<file path="src/rtl/csa_accum_adder.sv">
// csa_accum_adder: multi-operand accumulator. Operands are folded into a
// carry-save pair (S, C) at one 3:2 level per beat; after the last beat a
// chunked ripple pass resolves S + C into R, CHUNK bits per cycle.
// Optional feature macro: ADDERS_SUB_EN (adds in_sub_i, per-beat subtract).
//
// state      | meaning
// -----------+-------------------------------------------------------------
// ST_ACCUM   | accepting operand beats, compressing into S/C
// ST_RESOLVE | propagating carries through S + C, one chunk per cycle
// ST_DONE    | result valid in R, waiting for the consumer handshake
module csa_accum_adder #(
  parameter int WIDTH = 64,
  parameter int CHUNK = 16
) (
  input  logic             clk_i,
  input  logic             rst_ni,
  input  logic             in_valid_i,
  output logic             in_ready_o,
  input  logic [WIDTH-1:0] in_data_i,
  input  logic             in_last_i,
`ifdef ADDERS_SUB_EN
  input  logic             in_sub_i,
`endif
  output logic             out_valid_o,
  input  logic             out_ready_i,
  output logic [WIDTH-1:0] out_sum_o
);

  localparam int NCH = WIDTH / CHUNK;
  localparam int KW  = (NCH > 1) ? $clog2(NCH) : 1;
  localparam logic [KW-1:0] K_LAST = KW'(NCH - 1);

  typedef enum logic [1:0] {
    ST_ACCUM   = 2'd0,
    ST_RESOLVE = 2'd1,
    ST_DONE    = 2'd2
  } state_t;

  state_t           state_q;
  logic [WIDTH-1:0] s_q, c_q, r_q;
  logic [WIDTH-1:0] s_d, c_d;
  logic [KW-1:0]    k_q;
  logic             cy_q;
  logic             in_ready_q, out_valid_q;
  logic             sub_w;
  logic [WIDTH-1:0] opnd_w;
  logic [WIDTH-2:0] maj_lo;
  logic [CHUNK-1:0] s_ch, c_ch;
  logic [CHUNK:0]   chunk_sum;

`ifdef ADDERS_SUB_EN
  assign sub_w = in_sub_i;
`else
  assign sub_w = 1'b0;
`endif

  // 3:2 compression of the incoming operand into the carry-save pair.
  // Subtraction feeds ~d and injects the +1 through the always-empty C[0].
  always_comb begin
    opnd_w = sub_w ? ~in_data_i : in_data_i;
    s_d    = s_q ^ c_q ^ opnd_w;
    maj_lo = (s_q[WIDTH-2:0] & c_q[WIDTH-2:0]) |
             (s_q[WIDTH-2:0] & opnd_w[WIDTH-2:0]) |
             (c_q[WIDTH-2:0] & opnd_w[WIDTH-2:0]);
    c_d    = {maj_lo, sub_w};
  end

  // Carry-propagate add of the current chunk, carry-in from the previous one.
  always_comb begin
    s_ch      = s_q[k_q*CHUNK +: CHUNK];
    c_ch      = c_q[k_q*CHUNK +: CHUNK];
    chunk_sum = {1'b0, s_ch} + {1'b0, c_ch} + {{CHUNK{1'b0}}, cy_q};
  end

  // Sequencing FSM with registered handshake outputs.
  always_ff @(posedge clk_i or negedge rst_ni) begin
    if (!rst_ni) begin
      state_q     <= ST_ACCUM;
      s_q         <= '0;
      c_q         <= '0;
      r_q         <= '0;
      k_q         <= '0;
      cy_q        <= 1'b0;
      in_ready_q  <= 1'b1;
      out_valid_q <= 1'b0;
    end else begin
      case (state_q)
        ST_ACCUM: begin
          if (in_valid_i) begin
            s_q <= s_d;
            c_q <= c_d;
            if (in_last_i) begin
              state_q    <= ST_RESOLVE;
              k_q        <= '0;
              cy_q       <= 1'b0;
              in_ready_q <= 1'b0;
            end
          end
        end
        ST_RESOLVE: begin
          r_q[k_q*CHUNK +: CHUNK] <= chunk_sum[CHUNK-1:0];
          cy_q                    <= chunk_sum[CHUNK];
          if (k_q == K_LAST) begin
            state_q     <= ST_DONE;
            k_q         <= '0;
            out_valid_q <= 1'b1;
          end else begin
            k_q <= k_q + KW'(1);
          end
        end
        ST_DONE: begin
          if (out_ready_i) begin
            s_q         <= '0;
            c_q         <= '0;
            state_q     <= ST_ACCUM;
            out_valid_q <= 1'b0;
            in_ready_q  <= 1'b1;
          end
        end
        default: begin
          state_q     <= ST_ACCUM;
          in_ready_q  <= 1'b1;
          out_valid_q <= 1'b0;
        end
      endcase
    end
  end

  assign in_ready_o  = in_ready_q;
  assign out_valid_o = out_valid_q;
  assign out_sum_o   = r_q;

endmodule
</file>
<file path="config.mk">
export PLATFORM = sky130hd
export DESIGN_NAME = csa_accum_adder
export DESIGN_NICKNAME = d
export VERILOG_FILES = /design/src/rtl/csa_accum_adder.sv
export SDC_FILE = /design/constraint.sdc
export NUM_CORES = 1
export LEC_CHECK = 0
export ABC_AREA = 1
export ABC_CLOCK_PERIOD_IN_PS = 4460
export BUFFER_PORTS_ARGS = -buffer_cell sky130_fd_sc_hd__clkbuf_2
export CORE_MARGIN = 3
export CORE_UTILIZATION = 35
export DETAILED_ROUTE_END_ITERATION = 10
export GPL_ROUTABILITY_DRIVEN = 1
export SLEW_MARGIN = 5
export SYNTH_ARGS = -nofsm -noshare
export SYNTH_HDL_FRONTEND = slang
export SYNTH_SLANG_ARGS = --single-unit
</file>
<file path="constraint.sdc">
create_clock -name clk_i -period 4.46 [get_ports clk_i]
set_clock_uncertainty 0.1 [all_clocks]
set_input_delay 0.223 -clock clk_i [delete_from_list [all_inputs] [get_ports clk_i]]
set_output_delay 0.223 -clock clk_i [all_outputs]
set_load 0.02 [all_outputs]
</file>
==> metrics.yaml <==
result_of_the_run: "finished clean"
die_area_mm2: 0.0341
timing.final.crit_share: 0.776
grt_setup_unrepaired: "no"
critical_path_arrival_ns: 3.74
viasPerCell: 5.20
cts.clk_slew.worst_paths_ns: 0.08
die_height_um: 185
wire_per_inst_um: 18.1
setup-tns-final_ns: 0
drcViolationCount: 0
cts.repair.resized: 0
firstDrtPassIters: 6
overall_global_routing_usage: 0.193
worstHoldPathType: "primary input to flop"
layout-drive-gt1-share: 0.150
cts.hold.buffers_added: 4
detailed_place_hpwl_um: 23000
worst_pin_slew_ns: 1.13
cts_tree: "built"
syn_nets: 1450
global_route_overflow: 0
power_mw: 11.0
post_cts.repair.setup_buffers: 0
cts_max_level: 4
clock_sinks: 198
diode_insertion_count_for_antenna_repair: 0
end_kind: "flop"
post_synth_inst_count: 1295
post-place-ws_ns: 1.03
ys_seq_elements: 198
area_growth_syn_to_layout_pct: 14.0
peak_ir_drop_on_the_vdd_network_mv: 0.458
final-max-slew-violation-count: 0
portBuffers: 134
p_per_area_mw_per_mm2: 862
synthesis.yosys.warnings: 0
postRouteAntennaNets: 0
wl_um: 32400
die_width_um: 185
clock_latency_ns: 0.44
cp.required_ns: 4.74
kind_of_critical_path: "flop to flop"
drt_first_iter_violations: 743
most-common-layout-cells: "sky130_fd_sc_hd__nand2_1, sky130_fd_sc_hd__nand3_1, sky130_fd_sc_hd__dfrtp_1"
critical_path.max_fanout: 26
grt_first_pass_wirelength_um: 51900
vias_in_the_first_global_route: 9388
num_vias: 9321
ys_seq_area_frac: 0.443
numPlacedInstances: 1755
setup_viol: 0
final_critical_path_setup_slack_ns: 0.997
antenna_found_initial: 0
maxCapViolCount: 0
cts_root_buf: "sky130_fd_sc_hd__clkbuf_16"
postSynthAreaPerCell_um2: 8.63
io_pins: 135
finish.net_count: 1537
fin_util: 0.410
hold_viol: 0
most_common_cell_after_layout_fill_and_taps_aside: "sky130_fd_sc_hd__nand2_1"
timing.final.crit_period_ns: 3.46
critical_path.startpoint_type: "flop"
maxSlewHeadroom: 0.245
floorplan.rows: 64
core_area_mm2: 0.0311
p_leak_nw: 6.54
synth_area_mm2: 0.0112
cts_made_buffers: 17
setup.reg_to_reg.worst_slack_ns: 1.0
floorplan.initialDensity: 0.360
routabilityCongestion: 0.892
cts_buffer_depth: 2
max_freq_ghz: 0.289
netlist-cell-type-count: 39
grt_start_max_net_pins: 102
count_of_non_filler_cells_in_the_finished_layout: 1791
kinds of logic (layout without fill, tap and decap cells):
| group | after synthesis | after routing | synth area share |
|---|---|---|---|
| AO/OA/AOI/OAI | 212 | 212 | 0.0995 |
| XOR/XNOR | 10 | 10 | 0.00851 |
| adder cells (fa/ha/maj) | 86 | 86 | 0.139 |
| buffers and inverters | 176 | 276 | 0.0650 |
| flip-flops | 198 | 198 | 0.443 |
| AND/OR/NAND/NOR | 613 | 613 | 0.244 |
cell usage after synthesis (all sizes together):
cell	count	area, um^2
a211oi	1	7.51
a21boi	1	7.51
a21oi	106	531
a22o	5	43.8
a31o	1	8.76
a32o	2	20.0
and2	1	6.26
buf	42	223
clkbuf	43	163
dfrtp	197	4930
dfstp	1	26.3
fa	64	1280
ha	22	275
inv	91	342
nand2	327	1260
nand3	240	1200
nand4	16	100
nor2	24	108
nor3	4	36.3
nor4	1	21.3
o21ai	91	455
o22ai	3	18.8
o31ai	2	20.0
xnor2	5	43.8
xor2	5	51.3
worst max-delay path, stage by stage (launching register included):
cell                      delay (ns)
sky130_fd_sc_hd__dfrtp_1        0.44
sky130_fd_sc_hd__inv_1          0.55
sky130_fd_sc_hd__o21ai_0        0.20
sky130_fd_sc_hd__a21oi_1        0.16
sky130_fd_sc_hd__a21oi_1        0.08
sky130_fd_sc_hd__fa_1           0.46
sky130_fd_sc_hd__fa_1           0.44
sky130_fd_sc_hd__nand3_1        0.09
sky130_fd_sc_hd__nand3_1        0.14
sky130_fd_sc_hd__nand2_1        0.09
sky130_fd_sc_hd__nand2_1        0.06
sky130_fd_sc_hd__xor2_1         0.18
sky130_fd_sc_hd__nand2_1        0.12
sky130_fd_sc_hd__nor2_2         0.15
sky130_fd_sc_hd__nand2_1        0.06
sky130_fd_sc_hd__nand2_1        0.08
flip-flops by register name, summed over array words and instances (netlist names):
signal,flops
s_q,64
state_q,2
in_ready_o,1
out_sum_o,64
k_q,2
cy_q,1
c_q,63
out_valid_o,1
report_power, final:
part | internal [mW] | switching, mW | total [mW]
clock | 0.797 | 0.781 | 1.58
sequential | 2.55 | 0.701 | 3.25
combinational | 1.99 | 4.16 | 6.15
total | 5.34 | 5.65 | 11.0
cell type report:
class,count,area (um^2)
Clock buffer,17,425
Timing Repair Buffer,153,847
Sequential cell,198,4960
Tap cell,396,495
Multi-Input combinational cell,921,5510
Inverter,91,342
Clock inverter,15,165
Fill cell,3129,18300
through the flow:
stage          hold WS (ns)  cell area (um^2)
4_1_cts              0.0397             12700
6_report             0.0435             12700
3_5_place_dp          0.309             12100
3_3_place_gp          0.294             12100
5_1_grt              0.0840             12700
2_1_floorplan        -0.173             11200
path summary, 6_finish.rpt:
check / start / to / depth (start not counted)
min in group asynchronous: rst_ni / c_q[20] / 2
max in group asynchronous: rst_ni / out_sum_o[12] / 3
worst max register to register: k_q[1] / out_sum_o[24] / 15
worst max-delay path: k_q[1] / out_sum_o[24] / 15
worst min register to register: out_sum_o[58] / out_sum_o[58] / 2
worst min-delay path: in_data_i[0] / s_q[0] / 4
layer usage:
| metal | vias up | global-route usage | part of all wire |
|---|---|---|---|
| met1 | 4523 | 0.266 | 0.45 |
| met2 | 298 | 0.313 | 0.47 |
| met5 | - | 0 | 0 |
| met4 | 0 | 0.0585 | 0.026 |
| li1 | 4457 | - | - |
| met3 | 43 | 0.0349 | 0.054 |
Power figures use the tool's default switching activity.
